===== config.mk =====
export PLATFORM = sky130hd
export DESIGN_NAME = addr_seq_gen
export DESIGN_NICKNAME = d
export VERILOG_FILES = /design/src/rtl/huff_pkg.sv /design/src/rtl/addr_seq_gen.sv
export SDC_FILE = /design/constraint.sdc
export NUM_CORES = 1
export LEC_CHECK = 0
export ABC_AREA = 1
export CAP_MARGIN = 15
export CELL_PAD_IN_SITES_DETAIL_PLACEMENT = 1
export CELL_PAD_IN_SITES_GLOBAL_PLACEMENT = 2
export CORE_ASPECT_RATIO = 0.8
export CORE_MARGIN = 2
export CORE_UTILIZATION = 28
export DETAILED_ROUTE_END_ITERATION = 16
export PLACE_DENSITY = 0.89
export SETUP_SLACK_MARGIN = 0.05
export SYNTH_ARGS = -nofsm -noshare
export SYNTH_HDL_FRONTEND = slang
export SYNTH_SLANG_ARGS = --single-unit

===== constraint.sdc =====
create_clock -name clk -period 4.5 [get_ports clk]
set_clock_uncertainty 0.1 [all_clocks]
set_input_delay 1.35 -clock clk [delete_from_list [all_inputs] [get_ports clk]]
set_output_delay 1.35 -clock clk [all_outputs]
set_load 0.05 [all_outputs]

===== src/rtl/huff_pkg.sv =====
// ---------------------------------------------------------------------------
// huff_pkg
// Shared definitions for the Huffman encode datapath.
//   HUFF_AW      default address width, matches the encoder table depth
//   MODE_SINGLE  run one pass from base to limit, then report done
//   MODE_WRAP    restart at base after every pass, report wrap
//   seq_state_e  sequencer state encoding (IDLE / RUN)
// ---------------------------------------------------------------------------
package huff_pkg;

   localparam int HUFF_AW = 8;

   localparam logic MODE_SINGLE = 1'b0;
   localparam logic MODE_WRAP   = 1'b1;

   typedef enum logic {
      ST_IDLE = 1'b0,
      ST_RUN  = 1'b1
   } seq_state_e;

endpackage : huff_pkg


===== src/rtl/addr_seq_gen.sv =====
// ---------------------------------------------------------------------------
// addr_seq_gen
// Strided address sequencer feeding the table-read and symbol-fetch stages.
// Walks base, base+stride, ... up to limit, either once or circularly, and
// presents each address over a valid/ready handshake.
//
// Ports:
//   clk, rst            clock (rising edge), synchronous active-high reset
//   start               pulse, latches config and begins a run from IDLE
//   stop                aborts a run in progress
//   cfg_mode            0 = single pass, 1 = wrap continuously
//   cfg_base/limit      first address / highest allowed address
//   cfg_stride          increment per accepted beat (0 is treated as 1)
//   addr, addr_valid    address offered to the consumer
//   addr_ready          consumer accepts the address this cycle
//   addr_last           current address is the final one of its pass
//   wrap                one-cycle pulse when a wrap pass restarts at base
//   done                one-cycle pulse when a single pass completes
//   busy                sequencer is running
// ---------------------------------------------------------------------------
module addr_seq_gen
   import huff_pkg::*;
#(
   parameter int AW = HUFF_AW,
   parameter int SW = 4
) (
   input  logic          clk,
   input  logic          rst,
   input  logic          start,
   input  logic          stop,
   input  logic          cfg_mode,
   input  logic [AW-1:0] cfg_base,
   input  logic [AW-1:0] cfg_limit,
   input  logic [SW-1:0] cfg_stride,
   output logic [AW-1:0] addr,
   output logic          addr_valid,
   input  logic          addr_ready,
   output logic          addr_last,
   output logic          wrap,
   output logic          done,
   output logic          busy
);

   seq_state_e    state_q;
   logic [AW-1:0] addr_q;
   logic          valid_q;
   logic          wrap_q;
   logic          done_q;
   logic          mode_q;
   logic [AW-1:0] base_q;
   logic [AW-1:0] limit_q;
   logic [SW-1:0] stride_q;

   logic [AW:0]   nxt_d;
   logic          last_d;
   logic          fire_d;
   logic [SW-1:0] cfgStride_d;

   // The next address is formed one bit wider than the address so that a
   // step past the top of the address space shows up as a carry and is
   // treated as "beyond limit" rather than silently wrapping to a low value.
   // A zero stride would stall the sequence forever, so it is promoted to 1.
   always_comb begin
      nxt_d       = {1'b0, addr_q} + (AW+1)'(stride_q);
      last_d      = (state_q == ST_RUN) && (nxt_d > {1'b0, limit_q});
      fire_d      = valid_q && addr_ready;
      cfgStride_d = (cfg_stride == '0) ? SW'(1) : cfg_stride;
   end

   // Single FSM that owns the address register and all status outputs.
   // Config is captured only when a run begins, so the upstream block may
   // change cfg_* freely while a run is in flight. Stop takes priority over
   // the end-of-pass handling: a beat accepted in the stop cycle is still
   // consumed downstream, but neither done nor wrap is reported. The address
   // is left untouched on stop and on single-pass completion so the consumer
   // can still see where the run ended.
   always_ff @(posedge clk) begin
      if (rst) begin
         state_q  <= ST_IDLE;
         addr_q   <= '0;
         valid_q  <= 1'b0;
         wrap_q   <= 1'b0;
         done_q   <= 1'b0;
         mode_q   <= MODE_SINGLE;
         base_q   <= '0;
         limit_q  <= '0;
         stride_q <= '0;
      end else begin
         wrap_q <= 1'b0;
         done_q <= 1'b0;
         case (state_q)
            ST_IDLE: begin
               if (start) begin
                  state_q  <= ST_RUN;
                  addr_q   <= cfg_base;
                  valid_q  <= 1'b1;
                  mode_q   <= cfg_mode;
                  base_q   <= cfg_base;
                  limit_q  <= cfg_limit;
                  stride_q <= cfgStride_d;
               end
            end
            ST_RUN: begin
               if (stop) begin
                  state_q <= ST_IDLE;
                  valid_q <= 1'b0;
               end else if (fire_d) begin
                  if (!last_d) begin
                     addr_q <= nxt_d[AW-1:0];
                  end else if (mode_q == MODE_WRAP) begin
                     addr_q <= base_q;
                     wrap_q <= 1'b1;
                  end else begin
                     state_q <= ST_IDLE;
                     valid_q <= 1'b0;
                     done_q  <= 1'b1;
                  end
               end
            end
            default: begin
               state_q <= ST_IDLE;
               valid_q <= 1'b0;
            end
         endcase
      end
   end

   // Outputs come straight from registers, except addr_last which must
   // follow the current address combinationally.
   always_comb begin
      addr       = addr_q;
      addr_valid = valid_q;
      addr_last  = last_d;
      wrap       = wrap_q;
      done       = done_q;
      busy       = (state_q == ST_RUN);
   end

endmodule : addr_seq_gen


==> reports/summary.md <==
The run finished with clean final reports. The total die area came out at 0.00784 mm2. The number of buffers and inverters on the critical path is 1. VDD sags by at most 131 uV. After detailed routing, the average wire length per cell comes to 14.4 um.

The worst slew margin relative to its limit was 38.9%; the worst endpoint required time was 3.05 ns. The run gives 29.0% as the initial core utilization. Kind of cell adding the most delay to the critical path: simple AND/OR/NAND/NOR gates. Clock-pin slew was measured on the worst setup and hold paths at 0.08 ns. In this run the static leakage power is 1.14 nW. The final critical-path share of the clock period is 95.0%. The mapped netlist covers 0.00200 mm2. The total overflow left after global routing is 0. The average cell area after synthesis is 7.15 um2, and the I/O pin count is 39. The finished layout holds 406 standard cells, fillers aside. Leaving out fill and tap cells, the most frequent cell in the layout is nor2_1.

Counting I/O delays and the setup requirement, the final critical path takes 4.27 ns. At the pin with the least slew margin, the transition time is 0.915 ns. The floorplan step set the die width to 98.5 um. The root buffer cell is clkbuf_8. The clock passes through at most 2 buffers. The tools report the clock latency at the later pin of the worst-skew pair as 0.30 ns. In this run, the number of DRC markers left after iteration 0 of detailed routing was 59. For this run, the leading register cell type out of synthesis is dfxtp_1. In this run, placement finished with an instance count of 396. The share of flip-flops with an asynchronous set or reset was 0%. The worst setup path is launched from a flop. The number of DRC violations after detailed routing was 0; the area added between synthesis and finish was 29.5%.

The top cell types in the final layout, fill and taps aside, are 44 x nor2_1, 43 x nand2_1, 37 x clkdlybuf4s50_1, 33 x dfxtp_1, 32 x inv_1. During placement, the flow inserted port buffers numbering 38. The element type at the critical path end is an output pin. The HPWL after detailed placement was 4.54 mm; the largest net degree at the start of global routing was 31.

The netlist uses 27 different library cells. After floorplanning, the core was divided into 27 placement rows. The pre-antenna-repair detailed-routing pass consisted of 4 iterations.

Final wirelength: 5.83 mm. The cell at the slowest stage of the critical path is fa_2. The peak fanout along the critical path is 10. Across the run, the number of max-cap violations was 0.

The first global-routing pass estimated 9.43 mm of wire. Setup repair after global routing left no endpoint under its margin. After synthesis the netlist holds a flip-flop and latch count of 33. The number of instances in the synthesized netlist came out at 280.

The worst slack on hold paths is 0.335 ns, and the share of the core filled with cells is 37.6%. The run gives 1906 as the number of global-route vias before repair. In this run the remaining antenna-violating nets after routing total 0.

The post-synthesis net count was 319. The number of buffers added by the clock tree synthesis step was 5; the number of antenna violations at the first check in global routing was 0. The number of enable flip-flop cells after synthesis works out to 0.

The cell type with the highest occurrence count on the critical path is nand2_1. The tools report the core box area as 0.00689 mm2. Global placement routability congestion: 0.850. TritonCTS built the clock tree. The repair_antennas step left the layout with diodes totalling 0. The height of the chip came out at 79.6 um. At the worst endpoint, the arrival time is 2.82 ns.

The number of vias in the routed layout was 1866. CTS built an H-tree with a depth of 2. The total of endpoints with negative setup slack in the final report came out at 0. The critical path goes through ha_2 > fa_2 > nand2_1 > nand3_2 > nand2_2 > nor2_1 > xor2_1 > ha_1 > nand2_1 > nor2_4 > nand2_1 > nand3_4 > nand2_8 > nor2_4 > buf_12. The worst min-delay path category is reg2reg.

Global-route usage over all layers: 15.3%. The average vias per placed instance came out at 4.60. Class of the most critical setup path: reg2out. The run gives 33 as the sink count of the clock tree. Timing would allow up to 234 MHz. For the multi-input gate area in the final layout, the log shows 0.00120 mm2.

Dividing total power by cell area gives a power density of 360 mW/mm2. OpenSTA, run right after detailed placement, puts the worst setup slack at 0.235 ns. Counting the fill cells in the layout gives 875. For this run, the register share of the synthesized area comes to 33.0%.

The Yosys step of the flow raised 0 warnings. The tools report the final number of max-transition violations as 0. Adding up every negative setup slack in the final design gives 0 ns. For this run, the post-layout net count is 357. Cells with a size suffix above 1 make up 15.7% of the layout. Setup slack closes at 0.226 ns.

For this run, the slowest stage of the critical path takes 0.35 ns. Number of hold violations in the final report: 0. Summing all flip-flop and latch instances after layout gives 661 um2.
metal layers:
metal  wire (um)  vias to the layer above  part of all wire (%)  GRT usage, %
met5           0                        -                     0             0
met4          52                        0                  0.89          3.29
met3         177                        8                   3.0          2.98
met2        2690                       23                    46          26.3
met1        2910                      861                    50          20.0
li1            -                      974                     -             -
metrics by stage:
step	total power, mW	cell area [um2]
3_5_place_dp	0.684	2450
5_1_grt	0.996	2590
2_1_floorplan	0.579	2000
6_report	0.932	2590
3_3_place_gp	0.673	2450
4_1_cts	0.930	2570
Yosys cell counts, types with 4 or more instances:
library cell	count	area [um2]
nand2_2	12	75.1
nand2_1	45	169
nor2_2	5	31.3
nor2_1	47	176
nand4_1	4	25.0
inv_1	32	120
dfxtp_1	33	661
clkbuf_1	7	26.3
nand3_1	20	100
ha_1	12	150
xor2_1	6	52.6
a21oi_1	15	75.1
o21ai_0	22	110
registers in the layout (all words and copies together), names as in the netlist:
register / cells
addr: 8
limit_q: 8
wrap: 1
stride_q: 4
busy: 1
base_q: 8
mode_q: 1
done: 1
addr_valid: 1
logic make-up after synthesis:
logic type / synth area share, %
and+or+nand+nor: 36.5
buffers and inverters: 9.26
AOI/OAI and AO/OA: 10.1
DFF: 33.0
adders and majority gates: 8.51
xor gates and xnor gates: 2.63
power by group:
group          switching, mW  leakage (nW)  total, mW  internal [mW]
clock network          0.124        0.0439      0.231          0.107
logic                  0.227         0.822      0.362          0.134
registers             0.0221         0.273      0.340          0.317
total                  0.373          1.14      0.932          0.559
area by class of cell:
class / count / area share [%]
tap: 87 / 4.20
timing repair buffer: 41 / 15.9
clock buffer: 5 / 2.66
clock inverter: 3 / 0.676
multi-input combinational: 204 / 46.3
inverter: 33 / 4.78
sequential: 33 / 25.5
worst paths after layout:
path / from / end / slack, ns / cells past startpoint
worst max-delay path: addr[0] / addr_last / 0.23 / 15
worst min-delay path: mode_q / done / 0.34 / 1
worst max register to register: addr[0] / addr[7] / 1.37 / 18
worst min register to register: mode_q / done / 0.34 / 1
repair_timing:
item / CTS / global route
endpoints found under the setup margin: 1 / 1
hold buffers: 0 / 0
resized for setup: 4 / 7
gates cloned: 0 / 0
pin swaps: 2 / 3
buffers inserted: 2 / 0
endpoints found under the hold margin: 0 / 0
No activity file was read; power rests on OpenSTA's default activity.
